<file path="src/rtl/word_arbmux_if.sv">
// word_arbmux_if: request/accept and output bus bundle for word_arbmux.
//   i_valid/i_data/o_ready : per-channel producer side (channel c at [c*WIDTH +: WIDTH])
//   o_valid/o_data/o_sel/i_ready : single consumer side
//   slave modport is the mux view, master modport is the producer/consumer view.
interface word_arbmux_if #(
  parameter int WIDTH    = 16,
  parameter int CHANNELS = 4,
  parameter int SEL_W    = $clog2(CHANNELS)
);
  logic [CHANNELS-1:0]       i_valid;
  logic [CHANNELS*WIDTH-1:0] i_data;
  logic [CHANNELS-1:0]       o_ready;
  logic                      o_valid;
  logic [WIDTH-1:0]          o_data;
  logic [SEL_W-1:0]          o_sel;
  logic                      i_ready;
  modport slave  (input i_valid, i_data, i_ready, output o_ready, o_valid, o_data, o_sel);
  modport master (output i_valid, i_data, i_ready, input o_ready, o_valid, o_data, o_sel);
endinterface

</file>
<file path="src/rtl/word_arbmux.sv">
// word_arbmux: registered N-to-1 word mux with per-channel valid/ready and built-in arbitration.
//   i_clk   : rising-edge clock
//   i_rst_n : asynchronous active-low reset
//   bus     : word_arbmux_if.slave (i_valid, i_data, o_ready, o_valid, o_data, o_sel, i_ready)
//   WORD_ARBMUX_RR_EN defined selects round-robin arbitration; undefined gives fixed
//   priority (lowest index wins) and no pointer register.
module word_arbmux #(
  parameter int WIDTH    = 16,
  parameter int CHANNELS = 4,
  parameter int SEL_W    = $clog2(CHANNELS)
) (
  input logic           i_clk,
  input logic           i_rst_n,
  word_arbmux_if.slave  bus
);
  typedef enum logic {EMPTY, FULL} state_t;
  state_t           state;
  logic             load;
  logic             gany;
  logic [SEL_W-1:0] gsel;
  logic [SEL_W-1:0] k;
`ifdef WORD_ARBMUX_RR_EN
  logic [SEL_W-1:0] ptr;
`endif
  assign load = (state == EMPTY) || bus.i_ready;
  // Walk from the highest search offset down so the closest requester wins.
  always_comb begin
    gany = 1'b0;
    gsel = '0;
    k    = '0;
    for (int i = CHANNELS - 1; i >= 0; i--) begin
`ifdef WORD_ARBMUX_RR_EN
      k = SEL_W'((int'(ptr) + i) % CHANNELS);
`else
      k = SEL_W'(i);
`endif
      if (bus.i_valid[k]) begin
        gany = 1'b1;
        gsel = k;
      end
    end
  end
  assign bus.o_ready = (load && gany) ? (CHANNELS'(1) << gsel) : '0;
  always_ff @(posedge i_clk or negedge i_rst_n) begin
    if (!i_rst_n) begin
      state       <= EMPTY;
      bus.o_valid <= 1'b0;
      bus.o_data  <= '0;
      bus.o_sel   <= '0;
`ifdef WORD_ARBMUX_RR_EN
      ptr         <= '0;
`endif
    end else if (load) begin
      if (gany) begin
        state       <= FULL;
        bus.o_valid <= 1'b1;
        bus.o_data  <= bus.i_data[int'(gsel)*WIDTH +: WIDTH];
        bus.o_sel   <= gsel;
`ifdef WORD_ARBMUX_RR_EN
        ptr         <= (gsel == SEL_W'(CHANNELS - 1)) ? '0 : gsel + 1'b1;
`endif
      end else begin
        state       <= EMPTY;
        bus.o_valid <= 1'b0;
      end
    end
  end
endmodule

</file>
<file path="src/flat_wrapper.sv">
// flat-port wrapper written by rule: the top's interface ports become plain ports
module word_arbmux_flat 
#(
  parameter int WIDTH    = 16,
  parameter int CHANNELS = 4,
  parameter int SEL_W    = $clog2(CHANNELS)
)
  (i_clk, i_rst_n, bus_i_valid, bus_i_data, bus_i_ready, bus_o_ready, bus_o_valid, bus_o_data, bus_o_sel);
  word_arbmux_if #(.WIDTH(WIDTH), .CHANNELS(CHANNELS), .SEL_W(SEL_W)) bus_i ();
  input logic i_clk;
  input logic i_rst_n;
  input wire logic [$bits(bus_i.i_valid)-1:0] bus_i_valid;
  input wire logic [$bits(bus_i.i_data)-1:0] bus_i_data;
  input wire logic [$bits(bus_i.i_ready)-1:0] bus_i_ready;
  output wire logic [$bits(bus_i.o_ready)-1:0] bus_o_ready;
  output wire logic [$bits(bus_i.o_valid)-1:0] bus_o_valid;
  output wire logic [$bits(bus_i.o_data)-1:0] bus_o_data;
  output wire logic [$bits(bus_i.o_sel)-1:0] bus_o_sel;
  assign bus_i.i_valid = bus_i_valid;
  assign bus_i.i_data = bus_i_data;
  assign bus_i.i_ready = bus_i_ready;
  assign bus_o_ready = bus_i.o_ready;
  assign bus_o_valid = bus_i.o_valid;
  assign bus_o_data = bus_i.o_data;
  assign bus_o_sel = bus_i.o_sel;
  word_arbmux #(.WIDTH(WIDTH), .CHANNELS(CHANNELS), .SEL_W(SEL_W)) u_core (.i_clk(i_clk), .i_rst_n(i_rst_n), .bus(bus_i));
endmodule
</file>
<file path="config.mk">
export PLATFORM = sky130hd
export DESIGN_NAME = word_arbmux_flat
export DESIGN_NICKNAME = d
export VERILOG_FILES = /design/src/rtl/word_arbmux_if.sv /design/src/rtl/word_arbmux.sv /design/src/flat_wrapper.sv
export SDC_FILE = /design/constraint.sdc
export NUM_CORES = 1
export LEC_CHECK = 0
export BUFFER_PORTS_ARGS = -buffer_cell sky130_fd_sc_hd__buf_2
export CORE_MARGIN = 1
export CORE_UTILIZATION = 46
export CTS_BUF_LIST = sky130_fd_sc_hd__clkbuf_8 sky130_fd_sc_hd__clkbuf_16
export DETAILED_ROUTE_END_ITERATION = 7
export HOLD_SLACK_MARGIN = 0.1
export PLACE_DENSITY = 0.91
export REMOVE_ABC_BUFFERS = 1
export SYNTH_ARGS = -nofsm -noshare
export SYNTH_HDL_FRONTEND = slang
export SYNTH_SLANG_ARGS = --single-unit
export TNS_END_PERCENT = 1
</file>
<file path="constraint.sdc">
create_clock -name i_clk -period 2.2 [get_ports i_clk]
set_input_delay 0.11 -clock i_clk [delete_from_list [all_inputs] [get_ports i_clk]]
set_output_delay 0.11 -clock i_clk [all_outputs]
set_load 0.02 [all_outputs]
</file>
### Yosys cells after proc, flatten, opt, wreduce, memory -nomap -nowiden

Cells that the tools add are included.

| word-level totals | value |
|---|---|
| logic and storage cells | 19 |
| input bits | 71 |
| output and inout port bits | 23 |
| bits in registers | 19 |

| cells by class | value |
|---|---|
| bitwise gates (word level) | 1 |
| reductions and logical operators | 3 |
| muxes and demuxes | 10 |
| shifts and indexed selects | 2 |

Operators with widths:

| cell | number |
|---|---|
| $shiftx 64x7->16 | 1 |
| $mux 2 | 4 |
| $mux 1 | 5 |
| $mux 4 | 1 |
| $shl 1x2->4 const A | 1 |
| $reduce_and 2->1 | 1 |
| $logic_and 1x1->1 | 1 |
| $logic_or 1x1->1 | 1 |
| $not 1->1 | 1 |

### Logic depth before layout (Yosys ltp)

Gate-level depths: netlist (run 1).

| depth | value |
|---|---|
| depth in word-level cells | 6 |
| depth in mapped cells | 7 |
| gate-level depth less buffers | 3 |

### Worst setup path after synthesis (run 1)

No wires, ideal clock.

| timing path | value |
|---|---|
| kind | input to register |
| from | input port bus_i_valid[0] |
| to | register u_core.bus.o_data[0] |
| library setup time | 0.082 ns |
| slack | 0.751 ns |
| data required time | 2.118 ns |
| stages on the path | 7 |
| buffers on the path | 4 |
| data arrival time | 1.367 ns |
| cells stage by stage | buf_6 > or4_4 > buf_6 > and2_4 > buf_6 > buf_6 > a31oi_1 |

| between the ends | value |
|---|---|
| longest elaborated chain between the ends | 2 |
| elaborated cells between the ends (all ways) | 4 |
| those cells by class | 1 x shift; 2 x mux; 1 x reduce/logical |

Ends and longest elaborated chain:

| element | RTL line | text |
|---|---|---|
| start: declaration | flat_wrapper.sv:12 | `input wire logic [$bits(bus_i.i_valid)-1:0] bus_i_valid;` |
| $mux 2 / $mux 1 (equally long branches) | word_arbmux.sv:37 | `if (bus.i_valid[k]) begin` |
| $shiftx 64x7->16 / $reduce_and 2->1 (equally long branches) | -- |  |
| end signal: assignment | word_arbmux.sv:57 | `bus.o_data <= bus.i_data[int'(gsel)*WIDTH +: WIDTH];` |
| end: declaration | word_arbmux_if.sv:17 | `modport slave (input i_valid, i_data, i_ready, output o_ready, o_valid, o_data, o_sel);` |

Parallel ways exist; a longest one is shown, timed or not.
A chain may end at the register's enable or synchronous reset.

### Worst setup path in the final report (run 1)

| timing path | value |
|---|---|
| from | register u_core.state |
| to | output port bus_o_ready[3] |

| between the ends | value |
|---|---|
| longest elaborated chain between the ends | 4 |

Ends and longest elaborated chain:

| element | RTL line | text |
|---|---|---|
| start: declaration | word_arbmux.sv:17 | `state_t state;` |
| start signal: assignment | word_arbmux.sv:46 | `state <= EMPTY;` |
| start signal: assignment | word_arbmux.sv:55 | `state <= FULL;` |
| start signal: assignment | word_arbmux.sv:63 | `state <= EMPTY;` |
| $not 1->1 | word_arbmux.sv:25 | `assign load = (state == EMPTY) \|\| bus.i_ready;` |
| $logic_or 1x1->1 | word_arbmux.sv:25 |  |
| $logic_and 1x1->1 | word_arbmux.sv:43 | `assign bus.o_ready = (load && gany) ? (CHANNELS'(1) << gsel) : '0;` |
| $mux 4 | word_arbmux.sv:43 |  |
| end: declaration | flat_wrapper.sv:15 | `output wire logic [$bits(bus_i.o_ready)-1:0] bus_o_ready;` |

Every way passes these cells.

==> results.cfg, run 1 <==
[run_status]
run_status = complete, no violations

[synthesis]
synthDominantAreaCellType = dfrtp_1
synthesis.area_mm2 = 0.00160
synth.cells.most_frequent = a21oi_1, clkbuf_1, dfrtp_1
share_of_the_yosys_chip_area_belonging_to_registers_pct = 29.7
ys_top_cells_by_area = dfrtp_1, a21oi_1, and3b_1, a22o_1, nand3b_1
synthFlopType = dfrtp_1
mean_area_per_synthesized_cell_um2 = 7.90
yosysWarningCount = 0
library_cell_with_the_highest_instance_count_after_synthesis = a21oi_1
ys_seq_elements = 19
synth_enable_flop_cells = 0
synth.top_cell.area_share_pct = 29.7
netlist_instances = 203
asyncSetResetFlopFracSynth_pct = 100
synth.lib_cells_used.distinct = 24

[power_and_ir_drop]
max-vdd-ir-drop_v = 0.000263
pwr-share-clk_pct = 22.9
power.density_cell_area_mw_per_mm2 = 492
combPwrFrac_pct = 36.5
p_leak_nw = 1.08
share_seq_of_total_power_pct = 40.6
power.internal_w = 0.000684
power_switching_share_pct = 33.8
p_switching_w = 0.000349

[finish]
share_of_layout_cells_above_drive_strength_1_pct = 37.5
final_net_count = 355
finish.instance_area_mm2 = 0.00210
area_growth_pct = 31.1
final.fill_count = 311
utilization_pct = 63.0
antennaDiodeCount = 0

[grt]
grt_most_used_layer = met2
first_global_vias = 1548
grt_usage_pct = 23.8
grt_start_max_net_pins = 52
grt_first_pass_wirelength_um = 6690
grt_antenna_before_repair = 0
groute.layer.met3.usage_pct = 3.78
globalRoute.totalOverflow = 0
grt_use_met2_pct = 42.5
global_route.usage.met1_pct = 30.8

[timing]
finalCriticalPeriod_ns = 1.64
clock-skew-final_ns = 0.000885
fmax_ghz = 0.608
setup-tns-final_ns = 0
maxSlewHeadroom_pct = 39.9
portion_of_the_clock_cycle_consumed_by_the_worst_path_in_the_final_layout_pct = 74.7
hold_violation_total_from_the_final_report = 0
tightestPinTransition_ns = 0.899
max_slew_violation_total_from_the_final_report = 0
unrepaired_setup_endpoints_after_global_routing = no
setup-violations-final = 0

[floorplanning]
core_mm2 = 0.00334
floorplan.initialDensity_pct = 48.0
fp-row-count = 21
floorplan.io_pins = 94
die-area_mm2 = 0.00372
dieHeight_um = 61.0
dieWidth_um = 61.0

[setup_path]
path_cells = nand2b_1, and4b_1, buf_2
timing.critical_path.slowest_cell_delay_ns = 0.47
crit_arrival_ns = 1.53
worst_path_required_ns = 2.09
endpoint_class_of_the_critical_path = output pin
max_stage_delay_cell_worst_path = nand2b_1
critical_path.startpoint_type = flop
cp_max_fo = 18
worst-setup-path-type = reg2out

[routing]
drc_errors = 0
wl_um = 4390
vias = 1746
viasPerCell = 5.31
ant_nets = 0
drtPass1Iterations = 4
first_iter_violations = 107
drt-wirelength-per-cell_um = 13.3

[clocking]
max-clock-path-buffers = 2
cts.reportedPaths.clkPinSlew_ns = 0.07
cts-htree-levels = 1
cts.root.buffer_cell = clkbuf_8
cts.repair_timing.setup_buffer_count = 0
cts_tree = done
post_cts_resize_count = 0
worst_skew_pair.late_latency_ns = 0.25
holdBufCountCts = 1
numClockSinks = 19
cts_made_buffers = 3

[place]
gpl.final_weighted_congestion = 0.674
port-buffer-count = 93
detailed_place.area_mm2 = 0.00205
hpwlAfterDp_um = 3080

[run]
max-cap-violations = 0

[worst_hold_path]
worst_hold_path_type = in2reg
-- worst max-delay path: cells and delay by family, from the launching register on --
kind / cells / cell delay [ns]
DFF: 1 / 0.37
buffers and inverters: 1 / 0.16
and+or+nand+nor: 2 / 0.75
-- final cells by class --
| cell class | instances | area, um^2 | share of cell area [%] |
|---|---|---|---|
| clock buffer | 3 | 41.3 | 1.96 |
| tap | 46 | 57.6 | 2.74 |
| clock inverter | 1 | 3.75 | 0.179 |
| inverter | 16 | 60.1 | 2.86 |
| sequential | 19 | 475 | 22.6 |
| multi-input combinational | 145 | 951 | 45.2 |
| timing repair buffer | 99 | 513 | 24.4 |
-- layer usage --
| metal | share of wire, % | wire (um) |
|---|---|---|
| met4 | 0.30 | 13 |
| met2 | 48 | 2100 |
| met3 | 5.0 | 221 |
| met5 | 0 | 0 |
| met1 | 47 | 2060 |
-- registers in the layout, summed over array words and instances, names as in the netlist --
| register | cells |
|---|---|
| u_core.state | 1 |
| u_core.bus.o_sel | 2 |
| u_core.bus.o_data | 16 |
-- stage by stage --
step	cells	setup slack, ns	power (W)	hold WS, ns
6_report	329	0.556	0.00103	0.227
5_1_grt	329	0.438	0.00109	0.242
4_1_cts	329	0.567	0.00103	0.231
3_5_place_dp	324	0.663	0.000801	0.0665
3_3_place_gp	324	0.698	0.000791	0.0660
2_1_floorplan	180	0.733	0.000617	-0.186
-- kinds of logic (layout without fill, tap and decap cells) --
| group | after synthesis | count (layout) | share of synthesized area (%) |
|---|---|---|---|
| AND/OR/NAND/NOR | 63 | 63 | 28.2 |
| buffers and inverters | 39 | 119 | 11.0 |
| AO/OA/AOI/OAI | 82 | 82 | 31.1 |
| flip-flops | 19 | 19 | 29.7 |
-- layout by cell type (no fill, tap or decap), drive strengths merged --
cell	instances
nand3b	17
and4b	1
buf	98
clkbuf	3
o221a	1
nor3	1
and2	1
nor2	3
a22o	15
or2	2
a21oi	34
dfrtp	19
inv	17
o21a	1
and3b	16
dlygate4sd3	1
nand2b	2
nand2	2
a31oi	15
nand3	1
or4	1
o21ai	15
nor2b	15
o32a	1
and3	1
-- power groups by stage --
stage | Combinational, W | Clock (W) | Sequential [W]
6_report | 0.000377 | 0.000237 | 0.000419
5_1_grt | 0.000413 | 0.000257 | 0.000423
4_1_cts | 0.000379 | 0.000234 | 0.000419
3_5_place_dp | 0.000376 | 0 | 0.000425
3_3_place_gp | 0.000365 | 0 | 0.000426
2_1_floorplan | 0.000136 | 0 | 0.000481
-- worst paths after layout --
kind | from | end | slack [ns] | cells after the start
worst max-delay path | u_core.state | bus_o_ready[3] | 0.56 | 3
worst min-delay path | bus_i_data[2] | u_core.bus.o_data[2] | 0.23 | 3
worst max register to register | u_core.state | u_core.bus.o_data[11] | 0.71 | 3
worst min register to register | u_core.bus.o_data[2] | u_core.bus.o_data[2] | 0.52 | 1
max in group asynchronous | i_rst_n | u_core.bus.o_data[15] | 1.56 | 2
min in group asynchronous | i_rst_n | u_core.bus.o_data[7] | 0.34 | 2
Power figures use the tool's default switching activity.
==> inputs of run 2 (changes only) <==
- ABC_AREA: unset -> 1
- CORE_UTILIZATION: 46 -> 40
- PLACE_DENSITY: 0.91 -> 0.83
- clock period: 2.2 -> 1.5 ns (I/O delays scaled with it)
==> results.cfg, run 2 <==
[run_status]
run_status = complete, no violations

[timing]
worst_slack_ns = 0.146
unrepaired_setup_endpoints_after_global_routing = no
tightestPinTransition_ns = 0.561
maxSlewHeadroom_pct = 62.4
hold_violation_total_from_the_final_report = 0
fmax_ghz = 0.738
setup-tns-final_ns = 0
max_slew_violation_total_from_the_final_report = 0
finalCriticalPeriod_ns = 1.35
timing.hold.ws_ns = 0.163
portion_of_the_clock_cycle_consumed_by_the_worst_path_in_the_final_layout_pct = 90.3
clock-skew-final_ns = 0.00856
setup-violations-final = 0

[synthesis]
asyncSetResetFlopFracSynth_pct = 100
synthesis.area_mm2 = 0.00167
mean_area_per_synthesized_cell_um2 = 5.83
ys_seq_elements = 19
library_cell_with_the_highest_instance_count_after_synthesis = nand2_1
synthFlopType = dfrtp_1
yosysWarningCount = 0
netlist_instances = 287
synth.cells.most_frequent = nand2_1, nand3_1, inv_1
synth_enable_flop_cells = 0
synth.top_cell.area_share_pct = 28.4
share_of_the_yosys_chip_area_belonging_to_registers_pct = 28.4
synth.lib_cells_used.distinct = 15
synthDominantAreaCellType = dfrtp_1
ys_top_cells_by_area = dfrtp_1, nand3_1, nand2_1, inv_1, buf_4

[power_and_ir_drop]
max-vdd-ir-drop_v = 0.000282
power.density_cell_area_mw_per_mm2 = 762
p_leak_nw = 1.51

[routing]
drt-wirelength-per-cell_um = 11.0
ant_nets = 0
first_iter_violations = 93
wl_um = 4700
drtPass1Iterations = 5
viasPerCell = 4.66
drc_errors = 0
vias = 1996

[finish]
area_growth_pct = 32.5
most-common-layout-cells = buf_2, nand2_1, nand3_1
antennaDiodeCount = 0
number_of_flip_flops_under_the_largest_register_name = 16
final.fill_count = 439
final_net_count = 450
largest-register = u_core.bus.o_data
most_common_cell_after_layout_fill_and_taps_aside = buf_2
reg_top3 = u_core.bus.o_data x16, u_core.bus.o_sel x2, u_core.state x1
share_of_layout_cells_above_drive_strength_1_pct = 30.2
utilization_pct = 55.4

[clocking]
worst_skew_pair.late_latency_ns = 0.26
cts-htree-levels = 1
cts_tree = done
max-clock-path-buffers = 2
numClockSinks = 19
cts.root.buffer_cell = clkbuf_8
cts.reportedPaths.clkPinSlew_ns = 0.07
cts_made_buffers = 3

[place]
preCtsSetupSlack_ns = 0.162
gpl.final_weighted_congestion = 0.749
port-buffer-count = 93
hpwlAfterDp_um = 3380

[grt]
grt_usage_pct = 21.9
grt_antenna_before_repair = 0
globalRoute.totalOverflow = 0
grt_use_met2_pct = 42.2
global_route.usage.met1_pct = 24.1
grt_start_max_net_pins = 25
grt_first_pass_wirelength_um = 7420
grt_most_used_layer = met2
first_global_vias = 1763
groute.layer.met3.usage_pct = 2.74

[setup_path]
worst_path_required_ns = 1.42
critical_path.startpoint_type = flop
endpoint_class_of_the_critical_path = output pin
worst-setup-path-type = reg2out
crit_arrival_ns = 1.28
ff2ff_setup_slack_ns = 0.16
cp_max_fo = 3

[run]
max-cap-violations = 0

[floorplanning]
core_mm2 = 0.00400
floorplan.io_pins = 94
dieWidth_um = 66.7
dieHeight_um = 66.7
die-area_mm2 = 0.00444
floorplan.initialDensity_pct = 41.8
fp-row-count = 23

[worst_hold_path]
worst_hold_path_type = in2reg
run 2: per-layer routing:
metal	wire length (um)	share of wire, %	vias up
met2	2400	51	75
li1	-	-	1040
met4	67	1.4	0
met5	0	0	-
met1	1950	42	873
met3	277	5.9	8
run 2: worst max-delay path, stage by stage, from the launching register on:
cell and delay, ns:
dfrtp_1 0.36, inv_1 0.04, nor2_1 0.16, inv_1 0.11, nand2_1 0.13, nor2_1 0.06, buf_2 0.16
run 2: timing repair:
| item | CTS | global route |
|---|---|---|
| setup buffers | 0 | 3 |
| hold buffers | 1 | 0 |
| endpoints found under the hold margin | 19 | 0 |
| resized for setup | 0 | 1 |
| endpoints found under the setup margin | 0 | 1 |
run 2: cell families (layout without fill, tap and decap cells):
kind of cell | count (synthesis) | in the layout | synth area share (%)
and+or+nand+nor | 180 | 180 | 48.2
DFF | 19 | 19 | 28.4
AOI/OAI and AO/OA | 2 | 2 | 1.27
buffers and inverters | 86 | 177 | 22.1
run 2: layout make-up:
type / count / area [um^2] / area share [%]
Multi-Input combinational cell: 182 / 827 / 37.3
Sequential cell: 19 / 475 / 21.5
Inverter: 72 / 277 / 12.5
Clock inverter: 1 / 5.00 / 0.226
Clock buffer: 3 / 41.3 / 1.86
Tap cell: 50 / 62.6 / 2.82
Timing Repair Buffer: 101 / 528 / 23.8
run 2: final timing paths:
path,from,endpoint,cells after the start
worst max-delay path,u_core.state,bus_o_ready[3],6
worst min-delay path,bus_i_ready,u_core.state,4
worst max register to register,u_core.state,u_core.bus.o_data[10],8
worst min register to register,u_core.bus.o_data[0],u_core.bus.o_data[0],2
max in group asynchronous,i_rst_n,u_core.bus.o_data[14],2
min in group asynchronous,i_rst_n,u_core.bus.o_sel[1],2
run 2: power by group:
part	leakage, nW	internal, W	total [W]	switching, W
sequential	0.229	0.000595	0.000640	0.0000450
combinational	1.25	0.000262	0.000688	0.000425
clock	0.0255	0.000185	0.000360	0.000176
total	1.51	0.00104	0.00169	0.000646
run 2: metrics by stage:
stage	total power [W]	cells	cell area, um^2
finish	0.00169	428	2220
global route	0.00181	428	2220
CTS	0.00169	425	2190
detailed placement	0.00132	420	2130
global placement	0.00131	420	2130
floorplan	0.00104	273	1580
